$ cat src/rtl/dma_engineer_if.sv
// Purpose: bundles the weight-fetch request channel, the returned-word stream and the memory read port.
// Latency: none, wiring only.
// Backpressure: none on the word stream; the memory read port is throttled by mem_rd_rdy.
//
// Signals:
//   dma_engineer_req / _start_addr / _length  request from the layer controller
//   dma_engineer_ack                          one-cycle accept pulse
//   dma_engineer_dout / _dout_en / _dout_eop  returned words, last-word marker
//   mem_rd_en / _addr / _rdy                  read issue to memory
//   mem_rd_dout / _dout_en                    in-order read data from memory
// Modports: slave = the DMA responder, master = requester plus memory.
interface dma_engineer_if #(
  parameter int ADDR_WIDTH = 27,
  parameter int LEN_WIDTH  = 27,
  parameter int DATA_WIDTH = 16
);
  logic                  dma_engineer_req;
  logic [ADDR_WIDTH-1:0] dma_engineer_start_addr;
  logic [LEN_WIDTH-1:0]  dma_engineer_length;
  logic                  dma_engineer_ack;
  logic [DATA_WIDTH-1:0] dma_engineer_dout;
  logic                  dma_engineer_dout_en;
  logic                  dma_engineer_dout_eop;
  logic                  mem_rd_en;
  logic [ADDR_WIDTH-1:0] mem_rd_addr;
  logic                  mem_rd_rdy;
  logic [DATA_WIDTH-1:0] mem_rd_dout;
  logic                  mem_rd_dout_en;

  modport slave (
    input  dma_engineer_req, dma_engineer_start_addr, dma_engineer_length,
    input  mem_rd_rdy, mem_rd_dout, mem_rd_dout_en,
    output dma_engineer_ack, dma_engineer_dout, dma_engineer_dout_en, dma_engineer_dout_eop,
    output mem_rd_en, mem_rd_addr
  );

  modport master (
    output dma_engineer_req, dma_engineer_start_addr, dma_engineer_length,
    output mem_rd_rdy, mem_rd_dout, mem_rd_dout_en,
    input  dma_engineer_ack, dma_engineer_dout, dma_engineer_dout_en, dma_engineer_dout_eop,
    input  mem_rd_en, mem_rd_addr
  );
endinterface

$ cat src/rtl/dma_engineer.sv
// Purpose: weight-fetch responder; turns one {addr,len} request into pipelined memory reads and a word stream.
// Latency: ack 1 cycle after req; first read in the ack cycle; each memory return appears on dout 1 cycle later.
// Backpressure: none on dout; reads stall on mem_rd_rdy=0 or when MAX_OUTSTANDING reads are in flight.
//
// Ports:
//   i_clk, i_rst  clock and synchronous active-high reset
//   io_bus        dma_engineer_if.slave: request channel, word stream, memory read port
module dma_engineer #(
  parameter int ADDR_WIDTH      = 27,
  parameter int LEN_WIDTH       = 27,
  parameter int DATA_WIDTH      = 16,
  parameter int MAX_OUTSTANDING = 8,
  parameter int OCNT_WIDTH      = 4
) (
  input  logic           i_clk,
  input  logic           i_rst,
  dma_engineer_if.slave  io_bus
);

  typedef enum logic {S_IDLE, S_BUSY} state_t;

  localparam logic [OCNT_WIDTH-1:0] LP_MAX_OCNT = OCNT_WIDTH'(MAX_OUTSTANDING);

  state_t                r_state;
  state_t                w_state_nxt;
  logic [ADDR_WIDTH-1:0] r_addr;
  logic [LEN_WIDTH-1:0]  r_len;
  logic [LEN_WIDTH-1:0]  r_issue_cnt;
  logic [LEN_WIDTH-1:0]  r_recv_cnt;
  logic [OCNT_WIDTH-1:0] r_ocnt;
  logic                  r_ack;
  logic [DATA_WIDTH-1:0] r_dout;
  logic                  r_dout_en;
  logic                  r_dout_eop;

  logic                  w_start;
  logic                  w_rd_en;
  logic                  w_accept;
  logic                  w_ret;
  logic                  w_last;
  logic [ADDR_WIDTH-1:0] w_rd_addr;

  always_ff @(posedge i_clk) begin
    if (i_rst) begin
      r_state <= S_IDLE;
    end else begin
      r_state <= w_state_nxt;
    end
  end

  // Returns are only honoured in BUSY with reads in flight; anything else is a
  // stale return from before a reset and is dropped.
  always_comb begin
    w_state_nxt = r_state;
    w_start     = 1'b0;
    w_rd_en     = 1'b0;
    w_accept    = 1'b0;
    w_ret       = 1'b0;
    // Counters are LEN_WIDTH wide so the full 2^27-1 length never overflows;
    // the address sum truncates, wrapping modulo 2^ADDR_WIDTH.
    w_rd_addr   = r_addr + ADDR_WIDTH'(r_issue_cnt);
    w_last      = (r_recv_cnt == (r_len - LEN_WIDTH'(1)));
    case (r_state)
      S_IDLE: begin
        w_start = io_bus.dma_engineer_req;
        if (w_start && (io_bus.dma_engineer_length != '0)) begin
          w_state_nxt = S_BUSY;
        end
      end
      S_BUSY: begin
        w_rd_en  = (r_issue_cnt < r_len) && (r_ocnt < LP_MAX_OCNT);
        w_accept = w_rd_en && io_bus.mem_rd_rdy;
        w_ret    = io_bus.mem_rd_dout_en && (r_ocnt != '0);
        if (w_ret && w_last) begin
          w_state_nxt = S_IDLE;
        end
      end
      default: w_state_nxt = S_IDLE;
    endcase
  end

  always_ff @(posedge i_clk) begin
    if (i_rst) begin
      r_addr      <= '0;
      r_len       <= '0;
      r_issue_cnt <= '0;
      r_recv_cnt  <= '0;
      r_ocnt      <= '0;
      r_ack       <= 1'b0;
      r_dout      <= '0;
      r_dout_en   <= 1'b0;
      r_dout_eop  <= 1'b0;
    end else begin
      r_ack <= w_start;
      if (w_start) begin
        r_addr      <= io_bus.dma_engineer_start_addr;
        r_len       <= io_bus.dma_engineer_length;
        r_issue_cnt <= '0;
        r_recv_cnt  <= '0;
      end else begin
        if (w_accept) r_issue_cnt <= r_issue_cnt + LEN_WIDTH'(1);
        if (w_ret)    r_recv_cnt  <= r_recv_cnt + LEN_WIDTH'(1);
      end
      // A same-cycle accept and return cancel out.
      case ({w_accept, w_ret})
        2'b10:   r_ocnt <= r_ocnt + OCNT_WIDTH'(1);
        2'b01:   r_ocnt <= r_ocnt - OCNT_WIDTH'(1);
        default: r_ocnt <= r_ocnt;
      endcase
      r_dout_en  <= w_ret;
      r_dout_eop <= w_ret && w_last;
      if (w_ret) r_dout <= io_bus.mem_rd_dout;
    end
  end

  assign io_bus.dma_engineer_ack      = r_ack;
  assign io_bus.dma_engineer_dout     = r_dout;
  assign io_bus.dma_engineer_dout_en  = r_dout_en;
  assign io_bus.dma_engineer_dout_eop = r_dout_eop;
  assign io_bus.mem_rd_en             = w_rd_en;
  assign io_bus.mem_rd_addr           = w_rd_addr;

endmodule

$ cat src/flat_wrapper.sv
// flat-port wrapper written by rule: the top's interface ports become plain ports
module dma_engineer_flat 
#(
  parameter int ADDR_WIDTH      = 27,
  parameter int LEN_WIDTH       = 27,
  parameter int DATA_WIDTH      = 16,
  parameter int MAX_OUTSTANDING = 8,
  parameter int OCNT_WIDTH      = 4
)
  (i_clk, i_rst, io_bus_dma_engineer_req, io_bus_dma_engineer_start_addr, io_bus_dma_engineer_length, io_bus_mem_rd_rdy, io_bus_mem_rd_dout, io_bus_mem_rd_dout_en, io_bus_dma_engineer_ack, io_bus_dma_engineer_dout, io_bus_dma_engineer_dout_en, io_bus_dma_engineer_dout_eop, io_bus_mem_rd_en, io_bus_mem_rd_addr);
  dma_engineer_if #(.ADDR_WIDTH(ADDR_WIDTH), .LEN_WIDTH(LEN_WIDTH), .DATA_WIDTH(DATA_WIDTH)) io_bus_i ();
  input  logic i_clk;
  input  logic i_rst;
  input wire logic [$bits(io_bus_i.dma_engineer_req)-1:0] io_bus_dma_engineer_req;
  input wire logic [$bits(io_bus_i.dma_engineer_start_addr)-1:0] io_bus_dma_engineer_start_addr;
  input wire logic [$bits(io_bus_i.dma_engineer_length)-1:0] io_bus_dma_engineer_length;
  input wire logic [$bits(io_bus_i.mem_rd_rdy)-1:0] io_bus_mem_rd_rdy;
  input wire logic [$bits(io_bus_i.mem_rd_dout)-1:0] io_bus_mem_rd_dout;
  input wire logic [$bits(io_bus_i.mem_rd_dout_en)-1:0] io_bus_mem_rd_dout_en;
  output wire logic [$bits(io_bus_i.dma_engineer_ack)-1:0] io_bus_dma_engineer_ack;
  output wire logic [$bits(io_bus_i.dma_engineer_dout)-1:0] io_bus_dma_engineer_dout;
  output wire logic [$bits(io_bus_i.dma_engineer_dout_en)-1:0] io_bus_dma_engineer_dout_en;
  output wire logic [$bits(io_bus_i.dma_engineer_dout_eop)-1:0] io_bus_dma_engineer_dout_eop;
  output wire logic [$bits(io_bus_i.mem_rd_en)-1:0] io_bus_mem_rd_en;
  output wire logic [$bits(io_bus_i.mem_rd_addr)-1:0] io_bus_mem_rd_addr;
  assign io_bus_i.dma_engineer_req = io_bus_dma_engineer_req;
  assign io_bus_i.dma_engineer_start_addr = io_bus_dma_engineer_start_addr;
  assign io_bus_i.dma_engineer_length = io_bus_dma_engineer_length;
  assign io_bus_i.mem_rd_rdy = io_bus_mem_rd_rdy;
  assign io_bus_i.mem_rd_dout = io_bus_mem_rd_dout;
  assign io_bus_i.mem_rd_dout_en = io_bus_mem_rd_dout_en;
  assign io_bus_dma_engineer_ack = io_bus_i.dma_engineer_ack;
  assign io_bus_dma_engineer_dout = io_bus_i.dma_engineer_dout;
  assign io_bus_dma_engineer_dout_en = io_bus_i.dma_engineer_dout_en;
  assign io_bus_dma_engineer_dout_eop = io_bus_i.dma_engineer_dout_eop;
  assign io_bus_mem_rd_en = io_bus_i.mem_rd_en;
  assign io_bus_mem_rd_addr = io_bus_i.mem_rd_addr;
  dma_engineer #(.ADDR_WIDTH(ADDR_WIDTH), .LEN_WIDTH(LEN_WIDTH), .DATA_WIDTH(DATA_WIDTH), .MAX_OUTSTANDING(MAX_OUTSTANDING), .OCNT_WIDTH(OCNT_WIDTH)) u_core (.i_clk(i_clk), .i_rst(i_rst), .io_bus(io_bus_i));
endmodule
$ cat config.mk
export PLATFORM = sky130hd
export DESIGN_NAME = dma_engineer_flat
export DESIGN_NICKNAME = d
export VERILOG_FILES = /design/src/rtl/dma_engineer_if.sv /design/src/rtl/dma_engineer.sv /design/src/flat_wrapper.sv
export SDC_FILE = /design/constraint.sdc
export NUM_CORES = 1
export LEC_CHECK = 0
export BUFFER_PORTS_ARGS = -buffer_cell sky130_fd_sc_hd__buf_2
export CORE_ASPECT_RATIO = 2
export CORE_UTILIZATION = 55
export CTS_BUF_LIST = sky130_fd_sc_hd__clkbuf_8 sky130_fd_sc_hd__clkbuf_16
export DETAILED_ROUTE_END_ITERATION = 8
export PLACE_DENSITY = 0.75
export REMOVE_ABC_BUFFERS = 1
export SLEW_MARGIN = 20
export SYNTH_ARGS = -nofsm -noshare
export SYNTH_HDL_FRONTEND = slang
export SYNTH_SLANG_ARGS = --single-unit
$ cat constraint.sdc
create_clock -name i_clk -period 4.8 [get_ports i_clk]
set_input_delay 0.72 -clock i_clk [delete_from_list [all_inputs] [get_ports i_clk]]
set_output_delay 0.72 -clock i_clk [all_outputs]
set_load 0.005 [all_outputs]
; Word-level counts from Yosys, hierarchy flattened
; Index checks and enable logic that the tools add are counted.
[word_totals]
ff_bits = 132
input_bits = 75
out_inout_bits = 47
[op_classes]
addsub = 6
order_cmp = 2
n_eq_ne = 3
n_mux = 8
bitwise_logic = 1
n_reduce_logical = 10
[op_table]
columns = operator, count
row1 = "27-bit by 1-bit adder with 27-bit output, second input constant", 2
row2 = 27-bit adder, 1
row3 = 27-bit equality test, 1
row4 = 27-bit less-than comparator, 1
row5 = 27-bit nonzero test, 1
row6 = "27-bit by 1-bit subtractor with 27-bit output, second input constant", 1
row7 = 4-bit case mux with 2 select lines, 1
row8 = 1-bit logical AND, 6
row9 = 1-bit two-way mux, 6
row10 = "4-bit by 1-bit adder with 4-bit output, second input constant", 1
row11 = "4-bit less-than comparator, second input constant", 1
row12 = 4-bit nonzero test, 1
row13 = "4-bit by 1-bit subtractor with 4-bit output, second input constant", 1
row14 = "2-bit by 1-bit equality test with 1-bit output, second input constant", 1
row15 = "2-bit equality test, second input constant", 1
row16 = 1-bit case mux with 2 select lines, 1
row17 = 2-bit nonzero test, 1
row18 = 2-bit OR reduction, 1
row19 = 1-bit inverter, 1

; Depth between registers and ports, before layout
[logic_depth]
ltp_word = 6
depth_mapped = 20
mapped_depth_nobuf = 17

; Least setup slack after synthesis
; Ideal clock, no wire load.
[synth_path]
kind = flip-flop to flip-flop
from = reg u_core.r_len[2]
to = reg u_core.r_ocnt[3]
arrival_ns = 3.720
required_ns = 4.730
setup_slack_ns = 1.010
stages_incl_launch_ff = 21
path_buffers = 3
cell_sequence = dfxtp_1 inv_1 ha_1 a21o_1 a31oi_1 o21ai_1 a311oi_1 a21oi_1 or2_1 buf_2 buf_6 clkbuf_1 nor2_1 inv_1 ha_1 ha_1 a21o_1 a21oi_1 xnor2_1 or3_1 a21oi_1
[synth_via]
elab_chain_len = 6
elab_cells_between_ends = 8
cone_classes = 1 x order compare / 2 x eq/ne / 2 x mux / 3 x reduce/logical
[synth_rtl]
columns = element, line_no
row1 = start: declaration, dma_engineer.sv:27  ; logic [LEN_WIDTH-1:0] r_len;
row2 = start signal: assignment, dma_engineer.sv:97  ; r_len <= io_bus.dma_engineer_length;
row3 = 27-bit less-than comparator (*), dma_engineer.sv:71  ; w_rd_en = (r_issue_cnt < r_len) && (r_ocnt < LP_MAX_OCNT);
row4 = 1-bit logical AND (*), dma_engineer.sv:71
row5 = 1-bit logical AND (*), dma_engineer.sv:72  ; w_accept = w_rd_en && io_bus.mem_rd_rdy;
row6 = 1-bit two-way mux (*), dma_engineer.sv:63  ; case (r_state)
row7 = 2-bit by 1-bit equality test with 1-bit output / 2-bit equality test (equally long branches), dma_engineer.sv:105  ; case ({w_accept, w_ret})
row8 = 4-bit case mux with 2 select lines / 2-bit nonzero test (equally long branches), --
row9 = end signal: assignment, dma_engineer.sv:106  ; 2'b10: r_ocnt <= r_ocnt + OCNT_WIDTH'(1);
row10 = end signal: assignment, dma_engineer.sv:107  ; 2'b01: r_ocnt <= r_ocnt - OCNT_WIDTH'(1);
row11 = end signal: assignment, dma_engineer.sv:108  ; default: r_ocnt <= r_ocnt;
row12 = end: declaration, dma_engineer.sv:30  ; logic [OCNT_WIDTH-1:0] r_ocnt;
; Mark *: on every way between the ends. The rest lies on a longest branch, timed or not.
; A chain may end at the register's enable or synchronous reset.

; Final worst setup path
[layout_path]
from = reg u_core.r_issue_cnt[6]
to = out io_bus_mem_rd_addr[25]
[layout_via]
elab_chain_len = 1
[layout_rtl]
columns = element, line_no
row1 = start: declaration, dma_engineer.sv:28  ; logic [LEN_WIDTH-1:0] r_issue_cnt;
row2 = start signal: assignment, dma_engineer.sv:101  ; if (w_accept) r_issue_cnt <= r_issue_cnt + LEN_WIDTH'(1);
row3 = 27-bit adder, dma_engineer.sv:61  ; w_rd_addr = r_addr + ADDR_WIDTH'(r_issue_cnt);
row4 = end: declaration, flat_wrapper.sv:25  ; output wire logic [$bits(io_bus_i.mem_rd_addr)-1:0] io_bus_mem_rd_addr;
; No other way between the ends.

==> impl_metrics.py <==
metrics = {
    "run_status": {
        "outcome": "finished, final reports clean",
    },
    "power_and_ir_drop": {
        "vdd_drop_max_mv": 0.2698,
        "p_leak_nw": 3.950,
        "p_per_area_nw_per_um2": 317.2,
    },
    "critical_path": {
        "end_kind": "primary output",
        "crit_arrival_ps": 3480,
        "start_kind": "flop",
        "critPathMaxStageDelay_ps": 630,
        "cp_slowest_cell": "a2111oi_0",
        "path_class": "reg -> out",
        "r2r_cells": 17,
        "required_ps": 4080,
        "crit_path_start": "u_core.r_issue_cnt[6]",
        "cp_cell_sequence": "ha_1, a2111oi_0, o31ai_1, a31o_2, a31oi_1, o21ai_1, nor4b_1, or3_1, buf_2",
        "r2r-start": "u_core.r_len[2]",
        "crit_fanout": 7,
    },
    "synthesis": {
        "yosys-top-cells-area": "dfxtp_1 (33%), ha_1 (9.1%), nand2_1 (5.8%), xnor2_1 (5.1%), a21oi_1 (4.5%)",
        "synth_most_common_cell": "dfxtp_1",
        "yosysTopAreaCell": "dfxtp_1",
        "synth_top_area_share": 0.3313,
        "async_flop_share": 0,
        "syn_area_um2": 7975,
        "synthTopCellsByCount": "dfxtp_1 (132), nand2_1 (123), a21oi_1 (72)",
        "yosysSeqAreaShare": 0.3313,
        "synth_flop_cell": "dfxtp_1",
        "synth_edf_count": 0,
        "ys_types": 61,
        "synth-seq-cells": 132,
        "avgSynthCellArea_um2": 8.205,
        "syn_inst": 972,
        "yosysWarnings": 0,
    },
    "clock_network": {
        "clock-root-buffer": "clkbuf_16",
        "clockBufferDepth": 2,
        "clkTransAtPathRegs_ps": 60,
        "cts_tree": "yes",
        "cts_buffers": 17,
        "postCtsSetupBuffers": 0,
        "htreeDepth": 4,
        "cts-hold-fix-buffers": 0,
        "clock_sink_count": 132,
        "cts_resized": 0,
        "clkLatencyLatePin_ps": 430,
    },
    "sta": {
        "clock.fmax_mhz": 237.9,
        "slew_headroom": 0.3859,
        "setup_violations": 0,
        "worstMarginPinSlew_ps": 898.0,
        "finalHoldViolations": 0,
        "tns_ps": 0,
        "slew_violations": 0,
        "min_period_ps": 4203,
        "skew_ps": 8.360,
        "period_share": 0.8756,
        "rsz0062_at_grt": "no",
    },
    "routing": {
        "wl_met3_um": 618,
        "via_per_inst": 5.862,
        "vias": 7509,
        "wl_met1_um": 7760,
        "antenna_left": 0,
        "drt-initial-drc-count": 243,
        "maxUsedRoutingLayer": "met4",
        "dr_wl_met2_um": 11350,
        "dr.pass1.iters": 4,
        "postRouteWirelength_um": 20640,
        "drc_errors": 0,
        "routedWlPerCell_um": 16.11,
    },
    "layout": {
        "n_antenna_cell": 0,
        "fin_util": 0.6678,
        "multi_input_area_um2": 5001,
        "drive_gt1_frac": 0.1575,
        "regArea_um2": 2643,
        "syn2layout_area_growth_pct": 17.59,
        "fin_cells": 1281,
        "fin_nets": 1215,
        "fin_area_um2": 9378,
        "fillCellCount": 1290,
    },
    "place": {
        "place_area_um2": 8715,
        "portBuffers": 121,
        "routabilityCongestion": 0.8757,
        "dp.cells": 1249,
        "hpwl_um": 15380,
    },
    "die": {
        "pin_count": 122,
        "die_y_um": 172.3,
        "die_w_um": 87.15,
        "coreArea_um2": 14040,
        "start_util": 0.5679,
        "die-area_um2": 15010,
        "rows": 61,
    },
    "flow_run": {
        "max-cap-violations": 0,
    },
    "global_routing": {
        "grt_pass1_wl_um": 32590,
        "grt-ovfl-total": 0,
        "antenna_found_initial": 0,
        "grt_usage": 0.2807,
        "grt_max_degree": 44,
        "grt_pass1_vias": 7257,
    },
    "worst_hold_path": {
        "hold_depth": 2,
        "min_path_type": "reg -> reg",
        "worstHoldStart": "u_core.io_bus.dma_engineer_dout[0]",
    },
}
[critical path: cells and delay by family (launching register included)]
kind / cells / cell delay [ps]
compound gates: 5 / 1630
fa+ha+maj: 1 / 340
buf+inv: 1 / 130
flops: 1 / 430
simple gates: 2 / 520
[cells in the final DEF (no fill, tap or decap), types with 3 or more instances in the layout]
cell        count
a2111oi_0       4
a211oi_1        3
a21o_1         17
a21oi_1        71
a22o_1         26
a31o_2          4
a31oi_1         5
a41oi_1         4
and3_1         10
and4_1          8
buf_2         121
buf_4           3
bufinv_16       5
clkbuf_16      17
clkinv_2        4
clkinvlp_4      3
dfxtp_1       132
ha_1           58
inv_1          55
mux2i_1        11
nand2_1       123
nand2b_1        9
nand3_1        27
nand4_1        21
nor2_1         56
nor2b_1         3
nor3_1         17
nor4_1         23
o211ai_1        7
o21a_1          8
o21ai_0        57
o21bai_1        3
o311ai_0        6
o31ai_1        12
o41ai_1         4
or3_1          16
or4_1          15
xnor2_1        46
xor2_1         39
[flip-flops by register name, summed over array words and instances (netlist names)]
signal / flops
u_core.r_addr: 27
u_core.r_issue_cnt: 27
u_core.r_len: 27
u_core.r_recv_cnt: 27
u_core.io_bus.dma_engineer_dout: 16
u_core.r_ocnt: 4
u_core.io_bus.dma_engineer_ack: 1
u_core.io_bus.dma_engineer_dout_en: 1
u_core.io_bus.dma_engineer_dout_eop: 1
u_core.r_state: 1
[cell type report]
cell class                 instances  area share
clock buffer                      17     0.04536
timing repair buffer             125     0.06991
sequential                       132      0.2818
inverter                          55     0.02201
tap                              189     0.02522
multi-input combinational        749      0.5333
clock inverter                    14     0.02241
[logic make-up after synthesis]
kind of cell,count (synthesis),synth area share
xor+xnor,85,0.09335
buf+inv,91,0.04424
mux,11,0.01381
fa+ha+maj,60,0.09602
simple gates,351,0.2269
flops,132,0.3313
compound gates,242,0.1944
[metrics by stage]
stage	worst slack, ps	total power, mW	hold slack (ps)
2_1_floorplan	1028	1.429	446.7
3_3_place_gp	1130	1.560	438.7
3_5_place_dp	1046	1.567	443.8
4_1_cts	587.1	2.985	452.0
5_1_grt	454.8	3.070	468.3
6_report	596.9	2.975	451.9
[worst paths after layout]
| kind | endpoint | slack [ps] |
|---|---|---|
| worst max register to register | u_core.r_ocnt[3] | 980 |
| worst min register to register | u_core.io_bus.dma_engineer_dout[0] | 450 |
| worst min-delay path | u_core.io_bus.dma_engineer_dout[0] | 450 |
| worst max-delay path | io_bus_mem_rd_addr[25] | 600 |
[layer usage]
metal	global-route usage	vias to the layer above
li1	-	3734
met1	0.2692	3560
met2	0.5450	164
met3	0.04057	51
met4	0.1718	0
met5	0	-
[where the power goes]
group / switching (mW) / internal (mW) / total, mW
Combinational: 0.225 / 0.161 / 0.386
Clock: 0.509 / 0.916 / 1.42
Sequential: 0.0323 / 1.13 / 1.16
Total: 0.766 / 2.21 / 2.97
(Power assumes the default switching activity.)
